### config.mk
export PLATFORM = sky130hd
export DESIGN_NAME = epochtv1_vram_arb_flat
export DESIGN_NICKNAME = d
export VERILOG_FILES = /design/src/rtl/epochtv1_vram_arb_if.sv /design/src/rtl/epochtv1_vram_arb.sv /design/src/flat_wrapper.sv
export SDC_FILE = /design/constraint.sdc
export NUM_CORES = 1
export LEC_CHECK = 0
export ABC_AREA = 1
export CORE_MARGIN = 3
export CORE_UTILIZATION = 40
export DETAILED_ROUTE_END_ITERATION = 10
export PLACE_DENSITY = 0.87
export SLEW_MARGIN = 20
export SYNTH_ARGS = -nofsm -noshare
export SYNTH_HDL_FRONTEND = slang
export SYNTH_SLANG_ARGS = --single-unit
### constraint.sdc
create_clock -name CLK -period 2 [get_ports CLK]
set_input_delay 0.4 -clock CLK [delete_from_list [all_inputs] [get_ports CLK]]
set_output_delay 0.4 -clock CLK [all_outputs]
set_load 0.03 [all_outputs]
### src/rtl/epochtv1_vram_arb_if.sv
// Bus bundle between the epochtv1 requesters, the VRAM arbiter and the external VRAM pins.
// slave = arbiter side, master = requester/VRAM side.
interface epochtv1_vram_arb_if;
  logic        CE;
  logic        VID_ACT;
  logic        CPU_REQ;
  logic        CPU_WE;
  logic [12:0] CPU_A;
  logic [7:0]  CPU_DI;
  logic        CPU_RDY;
  logic        CPU_DV;
  logic [7:0]  CPU_DO;
  logic        SPR_REQ;
  logic [11:0] SPR_A;
  logic        SPR_RDY;
  logic        SPR_DV;
  logic [15:0] SPR_D;
  logic        BG_REQ;
  logic [11:0] BG_A;
  logic        BG_RDY;
  logic        BG_DV;
  logic [15:0] BG_D;
  logic [11:0] VAA;
  logic [11:0] VBA;
  logic [7:0]  VAD_I;
  logic [7:0]  VBD_I;
  logic [7:0]  VAD_O;
  logic [7:0]  VBD_O;
  logic        nVARD;
  logic        nVBRD;
  logic        nVAWR;
  logic        nVBWR;

  modport slave (
    input  CE, VID_ACT, CPU_REQ, CPU_WE, CPU_A, CPU_DI, SPR_REQ, SPR_A, BG_REQ, BG_A,
           VAD_I, VBD_I,
    output CPU_RDY, CPU_DV, CPU_DO, SPR_RDY, SPR_DV, SPR_D, BG_RDY, BG_DV, BG_D,
           VAA, VBA, VAD_O, VBD_O, nVARD, nVBRD, nVAWR, nVBWR
  );

  modport master (
    output CE, VID_ACT, CPU_REQ, CPU_WE, CPU_A, CPU_DI, SPR_REQ, SPR_A, BG_REQ, BG_A,
           VAD_I, VBD_I,
    input  CPU_RDY, CPU_DV, CPU_DO, SPR_RDY, SPR_DV, SPR_D, BG_RDY, BG_DV, BG_D,
           VAA, VBA, VAD_O, VBD_O, nVARD, nVBRD, nVAWR, nVBWR
  );
endinterface

### src/rtl/epochtv1_vram_arb.sv
// epochtv1 VRAM arbiter: one access slot per CE period shared by CPU, sprite and background
// fetch; fixed priority that flips with VID_ACT, plus a CPU anti-starvation guard.
module epochtv1_vram_arb #(
  parameter int unsigned STARVE_MAX = 4
) (
  input logic               CLK,
  input logic               RST,
  epochtv1_vram_arb_if.slave bus
);

  localparam int unsigned CW = 4;
  localparam int unsigned AW = 12;

  localparam logic [2:0] S_IDLE   = 3'd0;
  localparam logic [2:0] S_RD_CPU = 3'd1;
  localparam logic [2:0] S_RD_SPR = 3'd2;
  localparam logic [2:0] S_RD_BG  = 3'd3;
  localparam logic [2:0] S_WR_A   = 3'd4;
  localparam logic [2:0] S_WR_B   = 3'd5;

  logic [2:0]    state_q, state_d;
  logic [CW-1:0] starve_q, starve_d;
  logic [AW-1:0] addr_q, addr_d;
  logic [7:0]    wdata_q, wdata_d;
  logic          lane_q, lane_d;
  logic          nrd_q, nrd_d, nawr_q, nawr_d, nbwr_q, nbwr_d;
  logic          cpu_dv_q, cpu_dv_d, spr_dv_q, spr_dv_d, bg_dv_q, bg_dv_d;
  logic [7:0]    cpu_do_q, cpu_do_d;
  logic [15:0]   spr_d_q, spr_d_d, bg_d_q, bg_d_d;
  logic          cpu_rdy_c, spr_rdy_c, bg_rdy_c, starve_c;

  // Grant selection; the starve override trumps both priority orders
  always_comb begin
    cpu_rdy_c = 1'b0;
    spr_rdy_c = 1'b0;
    bg_rdy_c  = 1'b0;
    starve_c  = (starve_q == CW'(STARVE_MAX)) && bus.CPU_REQ;
    if (starve_c) begin
      cpu_rdy_c = 1'b1;
    end else if (bus.VID_ACT) begin
      if (bus.BG_REQ)       bg_rdy_c  = 1'b1;
      else if (bus.SPR_REQ) spr_rdy_c = 1'b1;
      else if (bus.CPU_REQ) cpu_rdy_c = 1'b1;
    end else begin
      if (bus.CPU_REQ)      cpu_rdy_c = 1'b1;
      else if (bus.BG_REQ)  bg_rdy_c  = 1'b1;
      else if (bus.SPR_REQ) spr_rdy_c = 1'b1;
    end
  end

  // Slot FSM: the slot issued at one CE edge is captured at the next
  always_comb begin
    state_d  = state_q;
    starve_d = starve_q;
    addr_d   = addr_q;
    wdata_d  = wdata_q;
    lane_d   = lane_q;
    nrd_d    = nrd_q;
    nawr_d   = nawr_q;
    nbwr_d   = nbwr_q;
    cpu_dv_d = cpu_dv_q;
    spr_dv_d = spr_dv_q;
    bg_dv_d  = bg_dv_q;
    cpu_do_d = cpu_do_q;
    spr_d_d  = spr_d_q;
    bg_d_d   = bg_d_q;
    if (bus.CE) begin
      state_d  = S_IDLE;
      nrd_d    = 1'b1;
      nawr_d   = 1'b1;
      nbwr_d   = 1'b1;
      cpu_dv_d = 1'b0;
      spr_dv_d = 1'b0;
      bg_dv_d  = 1'b0;
      case (state_q)
        S_RD_CPU: begin
          cpu_dv_d = 1'b1;
          cpu_do_d = lane_q ? bus.VBD_I : bus.VAD_I;
        end
        S_RD_SPR: begin
          spr_dv_d = 1'b1;
          spr_d_d  = {bus.VBD_I, bus.VAD_I};
        end
        S_RD_BG: begin
          bg_dv_d = 1'b1;
          bg_d_d  = {bus.VBD_I, bus.VAD_I};
        end
        default: ;
      endcase

      if (cpu_rdy_c && bus.CPU_REQ) begin
        addr_d = bus.CPU_A[12:1];
        lane_d = bus.CPU_A[0];
        if (bus.CPU_WE) begin
          wdata_d = bus.CPU_DI;
          state_d = bus.CPU_A[0] ? S_WR_B : S_WR_A;
          nawr_d  = bus.CPU_A[0];
          nbwr_d  = ~bus.CPU_A[0];
        end else begin
          state_d = S_RD_CPU;
          nrd_d   = 1'b0;
        end
      end else if (spr_rdy_c && bus.SPR_REQ) begin
        addr_d  = bus.SPR_A;
        state_d = S_RD_SPR;
        nrd_d   = 1'b0;
      end else if (bg_rdy_c && bus.BG_REQ) begin
        addr_d  = bus.BG_A;
        state_d = S_RD_BG;
        nrd_d   = 1'b0;
      end

      if (!bus.CPU_REQ || cpu_rdy_c) begin
        starve_d = '0;
      end else if (starve_q < CW'(STARVE_MAX)) begin
        starve_d = starve_q + CW'(1);
      end
    end
  end

  always_ff @(posedge CLK) begin
    if (RST) begin
      state_q  <= S_IDLE;
      starve_q <= '0;
      addr_q   <= '0;
      wdata_q  <= '0;
      lane_q   <= 1'b0;
      nrd_q    <= 1'b1;
      nawr_q   <= 1'b1;
      nbwr_q   <= 1'b1;
      cpu_dv_q <= 1'b0;
      spr_dv_q <= 1'b0;
      bg_dv_q  <= 1'b0;
      cpu_do_q <= '0;
      spr_d_q  <= '0;
      bg_d_q   <= '0;
    end else begin
      state_q  <= state_d;
      starve_q <= starve_d;
      addr_q   <= addr_d;
      wdata_q  <= wdata_d;
      lane_q   <= lane_d;
      nrd_q    <= nrd_d;
      nawr_q   <= nawr_d;
      nbwr_q   <= nbwr_d;
      cpu_dv_q <= cpu_dv_d;
      spr_dv_q <= spr_dv_d;
      bg_dv_q  <= bg_dv_d;
      cpu_do_q <= cpu_do_d;
      spr_d_q  <= spr_d_d;
      bg_d_q   <= bg_d_d;
    end
  end

  assign bus.CPU_RDY = cpu_rdy_c;
  assign bus.SPR_RDY = spr_rdy_c;
  assign bus.BG_RDY  = bg_rdy_c;
  assign bus.CPU_DV  = cpu_dv_q;
  assign bus.CPU_DO  = cpu_do_q;
  assign bus.SPR_DV  = spr_dv_q;
  assign bus.SPR_D   = spr_d_q;
  assign bus.BG_DV   = bg_dv_q;
  assign bus.BG_D    = bg_d_q;
  assign bus.VAA     = addr_q;
  assign bus.VBA     = addr_q;
  assign bus.VAD_O   = wdata_q;
  assign bus.VBD_O   = wdata_q;
  assign bus.nVARD   = nrd_q;
  assign bus.nVBRD   = nrd_q;
  assign bus.nVAWR   = nawr_q;
  assign bus.nVBWR   = nbwr_q;

endmodule

### src/flat_wrapper.sv
// flat-port wrapper written by rule: the top's interface ports become plain ports
module epochtv1_vram_arb_flat 
#(
  parameter int unsigned STARVE_MAX = 4
)
  (CLK, RST, bus_CE, bus_VID_ACT, bus_CPU_REQ, bus_CPU_WE, bus_CPU_A, bus_CPU_DI, bus_SPR_REQ, bus_SPR_A, bus_BG_REQ, bus_BG_A, bus_VAD_I, bus_VBD_I, bus_CPU_RDY, bus_CPU_DV, bus_CPU_DO, bus_SPR_RDY, bus_SPR_DV, bus_SPR_D, bus_BG_RDY, bus_BG_DV, bus_BG_D, bus_VAA, bus_VBA, bus_VAD_O, bus_VBD_O, bus_nVARD, bus_nVBRD, bus_nVAWR, bus_nVBWR);
  epochtv1_vram_arb_if bus_i ();
  input logic CLK;
  input logic RST;
  input wire logic [$bits(bus_i.CE)-1:0] bus_CE;
  input wire logic [$bits(bus_i.VID_ACT)-1:0] bus_VID_ACT;
  input wire logic [$bits(bus_i.CPU_REQ)-1:0] bus_CPU_REQ;
  input wire logic [$bits(bus_i.CPU_WE)-1:0] bus_CPU_WE;
  input wire logic [$bits(bus_i.CPU_A)-1:0] bus_CPU_A;
  input wire logic [$bits(bus_i.CPU_DI)-1:0] bus_CPU_DI;
  input wire logic [$bits(bus_i.SPR_REQ)-1:0] bus_SPR_REQ;
  input wire logic [$bits(bus_i.SPR_A)-1:0] bus_SPR_A;
  input wire logic [$bits(bus_i.BG_REQ)-1:0] bus_BG_REQ;
  input wire logic [$bits(bus_i.BG_A)-1:0] bus_BG_A;
  input wire logic [$bits(bus_i.VAD_I)-1:0] bus_VAD_I;
  input wire logic [$bits(bus_i.VBD_I)-1:0] bus_VBD_I;
  output wire logic [$bits(bus_i.CPU_RDY)-1:0] bus_CPU_RDY;
  output wire logic [$bits(bus_i.CPU_DV)-1:0] bus_CPU_DV;
  output wire logic [$bits(bus_i.CPU_DO)-1:0] bus_CPU_DO;
  output wire logic [$bits(bus_i.SPR_RDY)-1:0] bus_SPR_RDY;
  output wire logic [$bits(bus_i.SPR_DV)-1:0] bus_SPR_DV;
  output wire logic [$bits(bus_i.SPR_D)-1:0] bus_SPR_D;
  output wire logic [$bits(bus_i.BG_RDY)-1:0] bus_BG_RDY;
  output wire logic [$bits(bus_i.BG_DV)-1:0] bus_BG_DV;
  output wire logic [$bits(bus_i.BG_D)-1:0] bus_BG_D;
  output wire logic [$bits(bus_i.VAA)-1:0] bus_VAA;
  output wire logic [$bits(bus_i.VBA)-1:0] bus_VBA;
  output wire logic [$bits(bus_i.VAD_O)-1:0] bus_VAD_O;
  output wire logic [$bits(bus_i.VBD_O)-1:0] bus_VBD_O;
  output wire logic [$bits(bus_i.nVARD)-1:0] bus_nVARD;
  output wire logic [$bits(bus_i.nVBRD)-1:0] bus_nVBRD;
  output wire logic [$bits(bus_i.nVAWR)-1:0] bus_nVAWR;
  output wire logic [$bits(bus_i.nVBWR)-1:0] bus_nVBWR;
  assign bus_i.CE = bus_CE;
  assign bus_i.VID_ACT = bus_VID_ACT;
  assign bus_i.CPU_REQ = bus_CPU_REQ;
  assign bus_i.CPU_WE = bus_CPU_WE;
  assign bus_i.CPU_A = bus_CPU_A;
  assign bus_i.CPU_DI = bus_CPU_DI;
  assign bus_i.SPR_REQ = bus_SPR_REQ;
  assign bus_i.SPR_A = bus_SPR_A;
  assign bus_i.BG_REQ = bus_BG_REQ;
  assign bus_i.BG_A = bus_BG_A;
  assign bus_i.VAD_I = bus_VAD_I;
  assign bus_i.VBD_I = bus_VBD_I;
  assign bus_CPU_RDY = bus_i.CPU_RDY;
  assign bus_CPU_DV = bus_i.CPU_DV;
  assign bus_CPU_DO = bus_i.CPU_DO;
  assign bus_SPR_RDY = bus_i.SPR_RDY;
  assign bus_SPR_DV = bus_i.SPR_DV;
  assign bus_SPR_D = bus_i.SPR_D;
  assign bus_BG_RDY = bus_i.BG_RDY;
  assign bus_BG_DV = bus_i.BG_DV;
  assign bus_BG_D = bus_i.BG_D;
  assign bus_VAA = bus_i.VAA;
  assign bus_VBA = bus_i.VBA;
  assign bus_VAD_O = bus_i.VAD_O;
  assign bus_VBD_O = bus_i.VBD_O;
  assign bus_nVARD = bus_i.nVARD;
  assign bus_nVBRD = bus_i.nVBRD;
  assign bus_nVAWR = bus_i.nVAWR;
  assign bus_nVBWR = bus_i.nVBWR;
  epochtv1_vram_arb #(.STARVE_MAX(STARVE_MAX)) u_core (.CLK(CLK), .RST(RST), .bus(bus_i));
endmodule
==> metrics.md, run 1 <==
| Metric | Value |
|---|---|
| Largest family of logic cells by synthesized area | simple AND/OR/NAND/NOR gates |
| Area share of and/or/nand/nor cells after synthesis | 20.04% |
| Num Clock Sinks | 74 |
| Largest stage delay on the critical path | 0.34 ns |
| Adder-Cell Fraction of Synth Area | 0.7505% |
| Full die area | 0.009467 mm2 |
| Worst relative slew slack | 60.69% |
| Multi-input logic area | 0.001350 mm2 |
| Crit-path cells | inv_1 -> ha_1 -> nand4_4 -> nand3_1 -> inv_1 -> buf_4 |
| WHS | 0.4656 ns |
| Synth Area in Compound Gates | 19.44% |
| Fin nets | 656 |
| Syn_area_per_cell | 7.443 um2 |
| CP Max Fanout | 4 |
| CTS tree | done |
| CTS clock-pin slew for the worst setup and hold paths | 0.08 ns |
| Setup ws final | 0.1140 ns |
| Site Rows | 32 |
| Highest Clock Rate | 0.5302 GHz |
| IO Count | 159 |
| Synth warn | 0 |
| Grt ovf | 0 |
| Via Count | 3506 |
| Worst Path Buf+Inv | 3 |
| Clock Path Buffers | 2 |
| Total CTS buffers | 9 |
| Worst Path Arrival | 1.49 ns |
| Period minus WS final | 1.886 ns |
| Seq. cell area | 0.001484 mm2 |
| Hold/Removal Path Class | flop to flop |
| Mapped Cells | 448 |
| Sum Neg Setup Slack | 0 ns |
| Worst-margin pin slew | 0.5889 ns |
| Yosys top cell area share | 44.43% |
| Root Driver | clkbuf_8 |
| Layout fillers | 688 |
| Synth Area in XOR/XNOR | 0.2627% |
| Clk_lat worst skew | 0.34 ns |
| CP required | 1.60 ns |
| Cell variety after synth | 25 |
| Hpwl dp | 7716 um |
| Gp weighted congestion | 0.7931 |
| Fin crit share | 94.30% |
| I/O Buffers | 158 |
| Max H-tree Level | 3 |
| Largest net degree at the start of global routing | 57 |
| Drt initial violations | 135 |
| Syn Std Cell Area | 0.003334 mm2 |
| Final cell count without fillers | 692 |
| Post-route DRC | 0 |
| Vias in the first global route | 3489 |
| Antenna violations before repair | 0 |
| CTS Hold Bufs | 0 |
| Via/cell ratio | 5.066 |
| Layout cell share with drive strength beyond 1 | 8.644% |
| Post-CTS Resized | 0 |
| Unrepaired setup endpoints after global routing | no |
| Run status | finished clean |
| Finished Core Util | 63.78% |
| CP most frequent cell | inv_1 |
| Max-slew violation count | 0 |
| Area Overhead vs Synth | 51.63% |
| Total Routing Usage GR | 20.97% |
| Mux contribution to synthesized area | 0% |
| CP endpoint kind | output port |
| Leakage | 2.098 nW |
| Register area share after synthesis | 44.43% |
| Die width | 97.30 um |
| Critical Path Start Type | flop |
| Area leader, netlist | dfxtp_1 |
| WL final | 10210 um |
| Largest cells by area after synthesis | dfxtp_1, a21oi_1, o21ai_0 |
| Setup Crit Path Kind | flop to output port |
| Slowest-stage cell, CP | dfxtp_2 |
| Post-CTS Setup Repair Bufs | 0 |
| Final Hold Viols | 0 |
| Max Cap Viol | 0 |
| Crit-path leading delay family | flip-flops |
| Initial Util | 42.06% |
| Ant. Diodes | 0 |
| Number of synthesized register bits | 74 |
| Placed insts | 676 |
| Pwr per Cell Area | 702.4 mW/mm2 |
| Max IR drop VDD | 0.3578 mV |
| Post-route ant nets | 0 |
| Avg WL per Cell | 14.75 um |
| Core footprint | 0.007928 mm2 |
| Clock Skew | 0.008360 ns |
| First-pass GRT wire length | 16520 um |
| Pre-antenna DRT Iters | 4 |
| Syn_nets | 519 |
| R2R setup slack | 0.52 ns |
| DP Worst Slack | 0.06312 ns |
| Setup violators final | 0 |
| Die Ht | 97.30 um |
final timing paths:
check                             startpoint                             end  cells after the start
max reg2reg  u_core.starve_q[0]$_SDFFE_PP0P_  u_core.bus.VAA[8]$_SDFFE_PP0P_                      8
max          u_core.starve_q[0]$_SDFFE_PP0P_                     bus_SPR_RDY                      6
min reg2reg    u_core.bus.nVBWR$_SDFFE_PP1P_   u_core.bus.nVBWR$_SDFFE_PP1P_                      2
min            u_core.bus.nVBWR$_SDFFE_PP1P_   u_core.bus.nVBWR$_SDFFE_PP1P_                      2
worst reg2reg max path, cell delays in order, from the launching register on:
cell,delay [ns]
dfxtp_2,0.35
inv_1,0.05
ha_1,0.25
nand4_4,0.15
nand3_1,0.12
buf_4,0.20
nand2_1,0.07
nand3_1,0.07
a21oi_1,0.15
flip-flops by register name, indices dropped and copies added (netlist names):
signal / flops
u_core.bus.nVAWR: 1
u_core.bus.VAA: 12
u_core.bus.CPU_DO: 8
u_core.bus.VAD_O: 8
u_core.starve_q: 4
u_core.bus.SPR_DV: 1
u_core.bus.CPU_DV: 1
u_core.bus.nVARD: 1
u_core.bus.BG_D: 16
u_core.state_q: 3
u_core.bus.nVBWR: 1
u_core.lane_q: 1
u_core.bus.BG_DV: 1
u_core.bus.SPR_D: 16
power by group:
group | leakage, nW | internal (mW) | switching, mW
clock network | 0.0986 | 0.643 | 0.538
registers | 0.604 | 1.54 | 0.0478
logic | 1.40 | 0.356 | 0.429
logic make-up (layout without fill, tap and decap cells):
family | count (synthesis) | in the layout
and+or+nand+nor | 144 | 144
buffers and inverters | 98 | 240
xor gates and xnor gates | 1 | 1
adders and majority gates | 2 | 2
DFF | 74 | 74
AOI/OAI and AO/OA | 129 | 129
cell usage after synthesis:
library cell  number
nand3_1           27
nand3b_1           1
o21ai_0           49
dfxtp_1           74
nor2_2             3
nand4_1           14
inv_2              6
nand4_4            1
buf_1              2
o211ai_1           1
a21oi_1           74
ha_1               2
nor2_1            48
nand2_2            6
xor2_1             1
buf_8              1
inv_1             46
buf_6              3
nand3_4            1
nand2_1           42
nor3_1             1
clkbuf_1           7
buf_4             24
o21ai_1            5
buf_2              9
through the flow:
step | area [um2] | total power [mW]
3_3_place_gp | 4846 | 2.383
3_5_place_dp | 4846 | 2.401
5_1_grt | 5056 | 3.703
4_1_cts | 5051 | 3.575
2_1_floorplan | 3334 | 2.055
6_report | 5056 | 3.552
cells in the final DEF, fill, tap and decap left out:
cell type        netlist  final
nand3_1               27     27
nand2_2                6      6
a21oi_1               74     74
dlymetal6s2s_1         0      1
nand3_4                1      1
nor3_1                 1      1
nor2_1                48     48
dfxtp_2                0      2
o21ai_0               49     49
clkinv_2               0      1
ha_1                   2      2
nand4_1               14     14
clkinvlp_4             0      2
dfxtp_1               74     72
clkbuf_8               0     11
nand2_1               42     42
nor2_2                 3      3
inv_1                 46     46
buf_12                 0      1
nand4_4                1      1
nand3b_1               1      1
clkdlybuf4s50_1        0    154
o211ai_1               1      1
o21ai_1                5      5
bufinv_16              0      1
buf_4                 24     16
clkbuf_1               7      1
xor2_1                 1      1
inv_2                  6      6
metal layers:
layer / global-route usage, % / part of all wire, %
met5: 0 / 0
met4: 5.112 / 1.1
met3: 6.533 / 7.3
met2: 37.63 / 51
met1: 24.28 / 40
layout make-up:
cell class	instances	area share [%]
repair buffers	172	33.51
clock buffers	12	3.069
well taps	102	2.524
multi-input cells	276	26.70
flip-flops and latches	74	29.35
clock inverters	4	0.9899
inverters	52	3.860
(Power assumes the default switching activity.)
==> run 2: changes to the inputs <==
Settings changed: CORE_ASPECT_RATIO set to 1.4, CORE_UTILIZATION 40 to 41, PLACE_DENSITY 0.87 to 0.88.
==> metrics.md, run 2 (synthesis gave the netlist of run 1 again) <==
| Metric | Value |
|---|---|
| Post-CTS Resized | 0 |
| Post-route DRC | 0 |
| M1 WL | 3844 um |
| Setup Crit Path Kind | flop to output port |
| I/O Buffers | 158 |
| WHS | 0.4613 ns |
| Max-slew violation count | 0 |
| Highest Clock Rate | 0.5348 GHz |
| Die Ht | 112.7 um |
| Total Routing Usage GR | 22.42% |
| Slowest-stage cell, CP | dfxtp_2 |
| Post-route ant nets | 0 |
| Unrepaired setup endpoints after global routing | no |
| Grt ovf | 0 |
| Num Clock Sinks | 74 |
| CP most frequent cell | inv_1 |
| Pre-antenna DRT Iters | 4 |
| Vias in the first global route | 3475 |
| WL final | 10080 um |
| CTS clock-pin slew for the worst setup and hold paths | 0.08 ns |
| Commonest non-fill, non-tap cell in the layout | clkdlybuf4s50_1 |
| Largest stage delay on the critical path | 0.36 ns |
| Via Count | 3522 |
| Root Driver | clkbuf_8 |
| CP endpoint kind | output port |
| Hold Path Depth | 2 |
| Fin nets | 656 |
| Hold/Removal Path Class | flop to flop |
| CTS Hold Bufs | 0 |
| Clk_lat worst skew | 0.34 ns |
| CP endpoint | bus_SPR_RDY |
| CP Launch Point | u_core.starve_q[0]$_SDFFE_PP0P_ |
| Crit-path cells | inv_1 -> ha_1 -> nand4_4 -> nand3_1 -> inv_1 -> buf_4 |
| Period minus WS final | 1.870 ns |
| Max layer used | met4 |
| Final cell count without fillers | 690 |
| First-pass GRT wire length | 16350 um |
| Worst Path Buf+Inv | 3 |
| Via/cell ratio | 5.104 |
| CP Max Fanout | 5 |
| Total CTS buffers | 9 |
| R2R setup slack | 0.51 ns |
| Site Rows | 38 |
| CP required | 1.60 ns |
| Worst reg2reg path startpoint | u_core.starve_q[0]$_SDFFE_PP0P_ |
| IO Count | 159 |
| Leakage | 2.100 nW |
| Worst relative slew slack | 59.23% |
| Final Hold Viols | 0 |
| Antenna violations before repair | 0 |
| Setup violators final | 0 |
| Worst Path Arrival | 1.47 ns |
| Met2 wire length | 5335 um |
| Ant. Diodes | 0 |
| Max H-tree Level | 3 |
| Sum Neg Setup Slack | 0 ns |
| Avg WL per Cell | 14.60 um |
| Initial Util | 42.50% |
| Layout cell share with drive strength beyond 1 | 8.475% |
| Run status | finished clean |
| Clock Skew | 0.009578 ns |
| Most frequent cells in the layout | clkdlybuf4s50_1, a21oi_1, dfxtp_1 |
| Largest net degree at the start of global routing | 35 |
| Full die area | 0.009266 mm2 |
| Max Cap Viol | 0 |
| Metal3 WL | 613 um |
| Clock Path Buffers | 2 |
| Setup ws final | 0.1300 ns |
| Pwr per Cell Area | 694.2 mW/mm2 |
| Drt initial violations | 213 |
| Area Overhead vs Synth | 51.67% |
| Critical Path Start Type | flop |
| Fin crit share | 93.50% |
| Post-CTS Setup Repair Bufs | 0 |
| Core footprint | 0.007845 mm2 |
| Worst-margin pin slew | 0.6107 ns |
| Die width | 82.22 um |
| Gp weighted congestion | 0.8819 |
| Levels on crit path | 6 |
| Max IR drop VDD | 0.4882 mV |
| DP Worst Slack | 0.07181 ns |
| R2r worst-path depth | 8 |
| Crit-path leading delay family | flip-flops |
| CTS tree | done |
| Hpwl dp | 7741 um |
| Placed insts | 674 |
| Layout fillers | 688 |
| Worst r2r dst | u_core.bus.VAD_O[0]$_SDFFE_PP0P_ |
-- run 2: cell count changes in the layout (fill, tap and decap cells not counted) --
| cell | previous run | this run |
|---|---|---|
| buf_12 | 1 | 2 |
| buf_4 | 16 | 15 |
| clkbuf_1 | 1 | 2 |
| clkbuf_8 | 11 | 10 |
| clkinv_4 | 0 | 1 |
| clkinvlp_4 | 2 | 1 |
-- run 2: final cells by class --
cell class,instances,area [um2],area share [%]
clock buffer,12,145.1,2.870
clock inverter,4,51.30,1.014
inverter,52,195.2,3.859
multi-input combinational,276,1350,26.69
sequential,74,1484,29.34
tap,100,125.1,2.474
timing repair buffer,172,1707,33.75
-- run 2: worst min path at each step --
stage | start | end | slack, ns
global placement | u_core.bus.CPU_DV$_SDFFE_PP0P_ | u_core.bus.CPU_DV$_SDFFE_PP0P_ | 0.45
detailed placement | u_core.bus.BG_DV$_SDFFE_PP0P_ | u_core.bus.BG_DV$_SDFFE_PP0P_ | 0.45
finish | u_core.bus.BG_DV$_SDFFE_PP0P_ | u_core.bus.BG_DV$_SDFFE_PP0P_ | 0.46
global route | u_core.bus.BG_DV$_SDFFE_PP0P_ | u_core.bus.BG_DV$_SDFFE_PP0P_ | 0.48
floorplan | u_core.state_q[1]$_SDFFE_PP0P_ | u_core.state_q[1]$_SDFFE_PP0P_ | 0.46
CTS | u_core.bus.BG_DV$_SDFFE_PP0P_ | u_core.bus.BG_DV$_SDFFE_PP0P_ | 0.46
-- run 2: through the flow --
stage          util [%]  power, mW  area (um2)
2_1_floorplan         -      2.055        3334
3_3_place_gp      61.90      2.385        4856
3_5_place_dp      61.90      2.402        4856
4_1_cts           64.40      3.532        5052
5_1_grt           64.47      3.666        5057
6_report          64.47      3.511        5057
-- run 2: worst min-delay path: stages, from the launching register on --
cell and delay [ns]:
dfxtp_1 0.31, nand2_1 0.06, a21oi_1 0.05
-- run 2: power by group --
group	internal [mW]	switching, mW
combinational	0.359	0.426
clock	0.612	0.527
sequential	1.54	0.0497
total	2.51	1.00
-- run 2: metal layers --
| metal | vias up | track usage (%) |
|---|---|---|
| li1 | 1733 | - |
| met1 | 1626 | 25.99 |
| met2 | 141 | 38.70 |
| met3 | 22 | 5.096 |
| met4 | 0 | 9.202 |
| met5 | - | 0 |
